## config.mk

```make
export PLATFORM = sky130hd
export DESIGN_NAME = uart_tx
export DESIGN_NICKNAME = d
export VERILOG_FILES = /design/src/rtl/uart_defs.sv /design/src/rtl/uart_tx_fifo.sv /design/src/rtl/uart_tx.sv
export SDC_FILE = /design/constraint.sdc
export NUM_CORES = 1
export LEC_CHECK = 0
export BUFFER_PORTS_ARGS = -buffer_cell sky130_fd_sc_hd__buf_2
export CAP_MARGIN = 30
export CORE_ASPECT_RATIO = 0.75
export CORE_UTILIZATION = 46
export CTS_CLUSTER_DIAMETER = 120
export DETAILED_ROUTE_END_ITERATION = 7
export MAX_ROUTING_LAYER = met4
export PLACE_DENSITY = 0.63
export SLEW_MARGIN = 30
export SYNTH_ARGS = -nofsm -noshare
export SYNTH_HDL_FRONTEND = slang
export SYNTH_SLANG_ARGS = --single-unit
```

## constraint.sdc

```tcl
create_clock -name clk -period 5.22 [get_ports clk]
set_clock_uncertainty 0.1 [all_clocks]
set_input_delay 0.783 -clock clk [delete_from_list [all_inputs] [get_ports clk]]
set_output_delay 0.783 -clock clk [all_outputs]
set_load 0.02 [all_outputs]
```

## src/rtl/uart_defs.sv

```systemverilog
// Shared UART definitions for the transmit and receive sides:
// the FSM state encodings, the data width and the bit-period helper.
package uart_defs;

  localparam int DATA_W = 8;

  typedef enum logic [2:0] {
    ST_IDLE,
    ST_START,
    ST_DATA,
    ST_PARITY,
    ST_STOP
  } uart_state_e;

  // Clock cycles per line bit, rounded to the nearest integer.
  function automatic int clks_per_bit(input int f, input int b);
    return (f + b / 2) / b;
  endfunction

endpackage

```

## src/rtl/uart_tx_fifo.sv

```systemverilog
// Synchronous byte FIFO that buffers outgoing bytes for uart_tx.
// Ports: clk, rst (sync, high), push/wdata in, pop/rdata out
// (first-word fall-through), full/empty flags from registered pointers.
// Push while full is accepted only when a pop happens in the same cycle.
module uart_tx_fifo #(
  parameter int AW = 3,
  parameter int DW = 8
) (
  input  logic          clk,
  input  logic          rst,
  input  logic          push,
  input  logic [DW-1:0] wdata,
  input  logic          pop,
  output logic [DW-1:0] rdata,
  output logic          full,
  output logic          empty
);

  localparam int DEPTH = 1 << AW;

  logic [DW-1:0] mem_q [DEPTH];
  logic [AW:0]   wptr_q;
  logic [AW:0]   rptr_q;
  logic          push_ok;
  logic          pop_ok;

  assign empty   = (wptr_q == rptr_q);
  assign full    = (wptr_q[AW] != rptr_q[AW]) &&
                   (wptr_q[AW-1:0] == rptr_q[AW-1:0]);
  assign pop_ok  = pop && !empty;
  assign push_ok = push && (!full || pop_ok);
  assign rdata   = mem_q[rptr_q[AW-1:0]];

  always_ff @(posedge clk) begin
    if (rst) begin
      wptr_q <= '0;
      rptr_q <= '0;
    end else begin
      if (push_ok) wptr_q <= wptr_q + 1'b1;
      if (pop_ok)  rptr_q <= rptr_q + 1'b1;
    end
  end

  // Storage needs no reset; the pointers define what is valid.
  always_ff @(posedge clk) begin
    if (push_ok) mem_q[wptr_q[AW-1:0]] <= wdata;
  end

endmodule

```

## src/rtl/uart_tx.sv

```systemverilog
// UART transmitter: buffers bytes and sends them as 8N1 frames.
// Ports: clk, rst (sync, high), wr_en/din push, tx line (idle high),
// tx_full, tx_empty (FIFO empty and FSM idle), overflow (sticky).
// Define UART_TX_PARITY_EN to add an even parity bit before stop.
module uart_tx
  import uart_defs::*;
#(
  parameter int SYS_CLK_FREQ   = 50_000_000,
  parameter int BAUD_RATE      = 38400,
  parameter int FIFO_ADDR_BITS = 3
) (
  input  logic              clk,
  input  logic              rst,
  input  logic              wr_en,
  input  logic [DATA_W-1:0] din,
  output logic              tx,
  output logic              tx_full,
  output logic              tx_empty,
  output logic              overflow
);

  localparam int CPB = clks_per_bit(SYS_CLK_FREQ, BAUD_RATE);
  localparam int CW  = (CPB > 1) ? $clog2(CPB) : 1;
  localparam logic [CW-1:0] CNT_MAX = CW'(CPB - 1);

  uart_state_e       state_q, state_d;
  logic [CW-1:0]     cnt_q, cnt_d;
  logic [2:0]        idx_q, idx_d;
  logic [DATA_W-1:0] shift_q, shift_d;
  logic              tx_q, tx_d;
  logic              ovf_q, ovf_d;
  logic              pop;
  logic              bit_done;
  logic              f_full;
  logic              f_empty;
  logic [DATA_W-1:0] f_rdata;
`ifdef UART_TX_PARITY_EN
  logic              par_q, par_d;
`endif

  uart_tx_fifo #(
    .AW (FIFO_ADDR_BITS),
    .DW (DATA_W)
  ) u_fifo (
    .clk   (clk),
    .rst   (rst),
    .push  (wr_en),
    .wdata (din),
    .pop   (pop),
    .rdata (f_rdata),
    .full  (f_full),
    .empty (f_empty)
  );

  assign bit_done = (cnt_q == '0);

  always_comb begin
    state_d = state_q;
    cnt_d   = cnt_q;
    idx_d   = idx_q;
    shift_d = shift_q;
    pop     = 1'b0;
    // Down-counter reloads at every bit boundary while a frame runs.
    if (state_q != ST_IDLE) begin
      cnt_d = bit_done ? CNT_MAX : cnt_q - 1'b1;
    end
    unique case (state_q)
      ST_IDLE: begin
        if (!f_empty) begin
          state_d = ST_START;
          pop     = 1'b1;
          cnt_d   = CNT_MAX;
        end
      end
      ST_START: begin
        if (bit_done) begin
          state_d = ST_DATA;
          idx_d   = '0;
        end
      end
      ST_DATA: begin
        if (bit_done) begin
          shift_d = shift_q >> 1;
          idx_d   = idx_q + 3'd1;
          if (idx_q == 3'd7) begin
`ifdef UART_TX_PARITY_EN
            state_d = ST_PARITY;
`else
            state_d = ST_STOP;
`endif
          end
        end
      end
`ifdef UART_TX_PARITY_EN
      ST_PARITY: begin
        if (bit_done) state_d = ST_STOP;
      end
`endif
      ST_STOP: begin
        // Chain straight into the next start bit when more is queued.
        if (bit_done) begin
          if (!f_empty) begin
            state_d = ST_START;
            pop     = 1'b1;
          end else begin
            state_d = ST_IDLE;
          end
        end
      end
      default: state_d = ST_IDLE;
    endcase
    if (pop) shift_d = f_rdata;
  end

  // Line level is registered, so it trails the state by one cycle.
  always_comb begin
    tx_d = 1'b1;
    unique case (state_q)
      ST_IDLE:   tx_d = 1'b1;
      ST_START:  tx_d = 1'b0;
      ST_DATA:   tx_d = shift_q[0];
`ifdef UART_TX_PARITY_EN
      ST_PARITY: tx_d = par_q;
`endif
      ST_STOP:   tx_d = 1'b1;
      default:   tx_d = 1'b1;
    endcase
  end

`ifdef UART_TX_PARITY_EN
  assign par_d = pop ? ^f_rdata : par_q;
`endif

  assign ovf_d = ovf_q | (wr_en & f_full & ~pop);

  always_ff @(posedge clk) begin
    if (rst) begin
      state_q <= ST_IDLE;
      cnt_q   <= '0;
      idx_q   <= '0;
      shift_q <= '0;
      tx_q    <= 1'b1;
      ovf_q   <= 1'b0;
`ifdef UART_TX_PARITY_EN
      par_q   <= 1'b0;
`endif
    end else begin
      state_q <= state_d;
      cnt_q   <= cnt_d;
      idx_q   <= idx_d;
      shift_q <= shift_d;
      tx_q    <= tx_d;
      ovf_q   <= ovf_d;
`ifdef UART_TX_PARITY_EN
      par_q   <= par_d;
`endif
    end
  end

  assign tx       = tx_q;
  assign tx_full  = f_full;
  assign tx_empty = f_empty && (state_q == ST_IDLE);
  assign overflow = ovf_q;

endmodule

```

Word-level counts from Yosys, hierarchy flattened
Memory sizes are Yosys's and may differ from the RTL's. A register that Yosys moved wholly into a read port is not among the register bits. Cells that the tools add are included.

Output and inout bits: 4. Logic and storage cells: 70. Memories: 1. RAM bits: 64. Register bits after elaboration: 35. Input port bits: 11.

Memories: u_fifo.mem_q (words 8, bits a word 8, rd ports 1, clocked after Yosys merged registers in 1, wr ports 1, RTL line uart_tx_fifo.sv:21) `logic [DW-1:0] mem_q [DEPTH];`.

Equal/unequal tests: 12. $add $sub $neg: 4. Muxes and demuxes: 25. Bitwise gates (word level): 4. Reductions and logical operators: 16.

Operators by type and width (number): 11-bit two-way mux (4); 3-bit two-way mux (9); 8-bit two-way mux (3); 3-bit one-hot mux with 4 select lines (1); 11-bit zero test (1); 11-bit by 1-bit subtractor with 11-bit output, second input constant (1); 2-bit != test, second input constant (5); 4-bit by 1-bit adder with 4-bit output, second input constant (2); 3-bit equality test, second input constant (2); 3-bit one-hot mux with 2 select lines (1); 2-bit nonzero test (3); 1-bit two-way mux (5); 5-bit AND reduction (1); 4-bit equality test (1); 1-bit logical AND (4); 1-bit one-hot mux with 2 select lines (2); 3-bit by 1-bit adder with 3-bit output, second input constant (1); 3-bit by 1-bit equality test with 1-bit output, second input constant (1); 3-bit by 2-bit equality test with 1-bit output, second input constant (1); 3-bit equality test (1); 3-bit zero test (1); 3-bit AND reduction (1); 3-bit nonzero test (1); 1-bit bitwise AND (2); 6 further kinds (7).

Logic depth before layout (Yosys ltp)
Depth in word-level cells: 9. Gate-level depth with buffers: 8. Depth with buffers taken out: 6.

Hierarchy
From an unflattened synthesis, not the netlist that was laid out.

Cell total of the unflattened synthesis: 323. Area, all modules: 4473.0 um^2.

Modules (own cells, without submodules): uart_tx_fifo (area each 3012.9 um^2, sequential area each 2142.1 um^2, cells an instance 164, instances 1); uart_tx (area each 1460.2 um^2, sequential area each 540.5 um^2, cells an instance 159, instances 1).

Least setup slack after synthesis
No wires, ideal clock.

Path type: reg2reg. Start: reg cnt_q[0]. End: mem u_fifo.mem_q[5][0] (enable). Buffers on the path: 1. Cell stages (with the launch flop): 8. Required time: 4725 ps. Path slack: 2384 ps. Library setup time: 395 ps. Arrival: 2342 ps. Period minus slack after synthesis: 2836 ps. Cells stage by stage: dfxtp_1 > inv_1 > ha_1 > or3b_1 > clkbuf_2 > o31ai_4 > a21oi_1 > nor4_1.

Word-level cells in the longest chain between the ends: 8.

RTL lines: start, declared (RTL line uart_tx.sv:27) `logic [CW-1:0] cnt_q, cnt_d;`; start signal, assigned (RTL line uart_tx.sv:149) `cnt_q <= cnt_d;`; 11-bit zero test (RTL line uart_tx.sv:55) `assign bit_done = (cnt_q == '0);`; 1-bit two-way mux (RTL line uart_tx.sv:101) `if (bit_done) begin`; 1-bit one-hot mux with 2 select lines (RTL line uart_tx.sv:67) `unique case (state_q)`; 1-bit logical AND (RTL line uart_tx_fifo.sv:30) `assign pop_ok = pop && !empty;`; 1-bit logical OR (RTL line uart_tx_fifo.sv:31) `assign push_ok = push && (!full || pop_ok);`; 1-bit logical AND (RTL line uart_tx_fifo.sv:31); 1-bit two-way mux (RTL line uart_tx_fifo.sv:46) `if (push_ok) mem_q[wptr_q[AW-1:0]] <= wdata;`; 1-bit two-way mux (not written as such) (RTL line uart_tx_fifo.sv:46); end, declared (RTL line uart_tx_fifo.sv:21).

Every way passes these cells.

Worst setup path after layout
Start: reg cnt_q[0]. End: mem u_fifo.mem_q[6][0] (enable).

Same word-level chain as after synthesis.

==> summary.md <==
| Metric | Value |
|---|---|
| Number of clock sinks | `102` |
| Slew HR | `38.4%` |
| Fillers | `804` |
| Crit Path Class | `reg -> reg` |
| Fin nets | `369` |
| Via density per instance | `5.94` |
| First-pass GRT wire length | `14.6 mm` |
| DPL Wire Length | `6.20 mm` |
| Setup total negative slack | `0 ns` |
| Tcrit/Tclk final | `68.8%` |
| Slowest-stage cell, CP | `nor3_1` |
| Area growth from synthesis to layout | `11.2%` |
| Netlist cell types | `62` |
| Crit path required time | `5.18 ns` |
| Clock transition at the registers of the reported paths | `0.07 ns` |
| XOR/XNOR Fraction of Synth Area | `2.11%` |
| LEAKAGE | `0.00166 uW` |
| Ant diodes | `0` |
| Post-Syn Area | `4570 um^2` |
| Crit-path cells | `inv_1 > ha_1 > or3b_1 > o31ai_4 > a21oi_1 > nor3_1 > buf_4` |
| RSZ-0062 raised after global routing | `no` |
| Antenna-violating nets left | `0` |
| Crit-path max FO | `12` |
| Max-Cap Viols | `0` |
| Synthesized Nets | `361` |
| Worst-Skew Late Latency | `0.34 ns` |
| Synth top area cells | `edfxtp_1 (42%), dfxtp_1 (17%), mux4_2 (7.9%), mux2_2 (2.5%), nand4_1 (2.2%)` |
| Top_reg_cell synth | `edfxtp_1` |
| Hold bufs inserted after CTS | `0` |
| Register bit total from synthesis | `102` |
| Max Transition Viols Final | `0` |
| Number of buffers added on ports | `14` |
| Hold Crit Class | `reg -> reg` |
| EDFF count, synth | `64` |
| Routed wire length | `9.22 mm` |
| Status | `finished, final reports clean` |
| Vias | `2909` |
| Post-cts resize count | `0` |
| Synthesized area per cell | `13.3 um^2` |
| Top cell type by total area after synthesis | `edfxtp_1` |
| Max incr delay on CP | `0.85 ns` |
| Fraction of registers with async set/reset | `0%` |
| Top cell type's share of synthesized area | `42.0%` |
| Vias in the first global route | `2632` |
| Slew @ Worst Pin | `0.917 ns` |
| # rows | `31` |
| Final Hold Fails | `0` |
| Drt pass-1 iters | `4` |
| Total Routing Usage GR | `20.3%` |
| Layout cell share with drive strength beyond 1 | `21.8%` |
| Gate Count Post-Synth | `345` |
| Initial antenna violation count | `0` |
| Max rail drop VDD | `166 uV` |
| RD Place Congestion | `0.786` |
| Max clock buf depth | `2` |
| CTS tree | `built` |
| Depth of the CTS H-tree | `3` |
| Pin count of the biggest net entering global routing | `44` |
| Post-Synth Adder-Cell Area | `1.37%` |
| Peak Freq | `0.278 GHz` |
| Clock buffer count from CTS | `9` |
| Compound-Gate Fraction of Synth Area | `9.72%` |
| Top-Level Pins | `15` |
| Tmin final | `3.59 ns` |
| Root Driver | `clkbuf_16` |
| Placed cell area | `4780 um^2` |
| Core Area | `9660 um^2` |
| Pwr dens | `490 nW/um^2` |
| DRT iter0 DRCs | `286` |
| Worst Setup Start Kind | `flip-flop` |
| Die Height | `88.3 um` |
| Crit end category | `flip-flop` |
| Post-synthesis simple-gate area fraction | `14.2%` |
| Starting density of the core | `47.3%` |
| # DRC | `0` |
| Flop2flop setup slack | `1.63 ns` |
| YS warnings | `0` |
| Crit path DAT | `3.55 ns` |
| Final instance area | `5080 um^2` |
| Postcts setup bufs | `0` |
| Drt wl/cell | `18.8 um` |
| Grt ovf | `0` |
| Die Area | `10300 um^2` |
| Main combinational cell family by area after synthesis | `simple AND/OR/NAND/NOR gates` |
| DIE WIDTH | `117 um` |
| Post-synthesis sequential area ratio | `58.7%` |
| Final Setup Violations | `0` |
| Mux cell area share after synthesis | `10.8%` |
## through the flow
stage | total power, uW | utilization, % | cells | hold slack (ns) | setup slack [ns]
after floorplan | 1660 | - | 345 | 0.347 | 2.38
after global placement | 1830 | 49.3 | 474 | 0.362 | 1.91
after detailed placement | 1840 | 49.4 | 474 | 0.370 | 1.72
after CTS | 2500 | 52.5 | 490 | 0.383 | 1.67
after global routing | 2640 | 52.6 | 490 | 0.395 | 1.46
final | 2490 | 52.6 | 490 | 0.381 | 1.63
## layout make-up
type | count | area, um^2 | area share [%]
clock buffer | 9 | 225 | 4.43
tap | 132 | 165 | 3.25
timing repair buffer | 20 | 115 | 2.26
clock inverter | 7 | 72.6 | 1.43
sequential | 102 | 2680 | 52.8
multi-input combinational | 211 | 1790 | 35.2
inverter | 9 | 33.8 | 0.665
## final timing paths
path / startpoint / to / depth (start not counted)
min reg2reg: idx_q[2] / idx_q[2] / 2
max: cnt_q[0] / u_fifo.mem_q[6][0] / 7
min: idx_q[2] / idx_q[2] / 2
max reg2reg: cnt_q[0] / u_fifo.mem_q[6][0] / 7
## where the power goes
part	leakage, uW	total (uW)	switching (uW)	internal, uW
Clock	0.000144	665	292	373
Sequential	0.000892	1050	106	948
Combinational	0.000623	773	452	321
Total	0.00166	2490	849	1640
## synth_stat cells, types with 3 or more instances
cell / n
a211o_1: 3
a211oi_1: 3
a21oi_1: 13
a31oi_1: 5
buf_2: 6
clkbuf_1: 12
dfxtp_1: 38
edfxtp_1: 64
ha_1: 5
inv_1: 8
mux2_2: 10
mux4_2: 16
nand2_1: 16
nand3_1: 12
nand4_1: 16
nor2_1: 9
nor2b_1: 10
nor3_1: 11
nor4_1: 9
o21ai_0: 6
o221ai_1: 6
o311ai_0: 3
o31ai_1: 4
or3_1: 4
xnor2_1: 6
xor2_1: 5
## cell usage in the layout (no fill, tap or decap), drive strengths merged, types with 12 or more instances in the layout
master  count
nand4      16
nand2      16
nand3      12
edfxtp     64
dfxtp      38
mux4       16
nor3       13
buf        20
a21oi      13
## flip-flops by register name, indices dropped and copies added, names as in the netlist, named ones only
signal / count
u_fifo.rptr_q: 4
idx_q: 3
shift_q: 8
tx: 1
u_fifo.wptr_q: 4
cnt_q: 11
overflow: 1
state_q: 3
u_fifo.mem_q: 64
## kinds of logic after synthesis
kind of cell / count (synthesis)
DFF: 102
xor gates and xnor gates: 11
muxes: 28
and+or+nand+nor: 109
buffers and inverters: 32
AOI/OAI and AO/OA: 58
adders and majority gates: 5
## worst max-delay path, delay by kind of cell (launching register included)
kind | cells | cell delay, ns
and+or+nand+nor | 2 | 1.35
AOI/OAI and AO/OA | 2 | 0.99
buffers and inverters | 2 | 0.37
DFF | 1 | 0.32
adders and majority gates | 1 | 0.18
## metal layers
layer  part of all wire (%)  up-vias  GRT usage, %
met1                     52     1451          30.7
li1                       -     1385             -
met2                     43       67          26.8
met4                   0.99        0          5.87
met3                    3.7        6          4.73
met5                      0        -             -
Note: power is estimated with default switching activity, not from simulation.
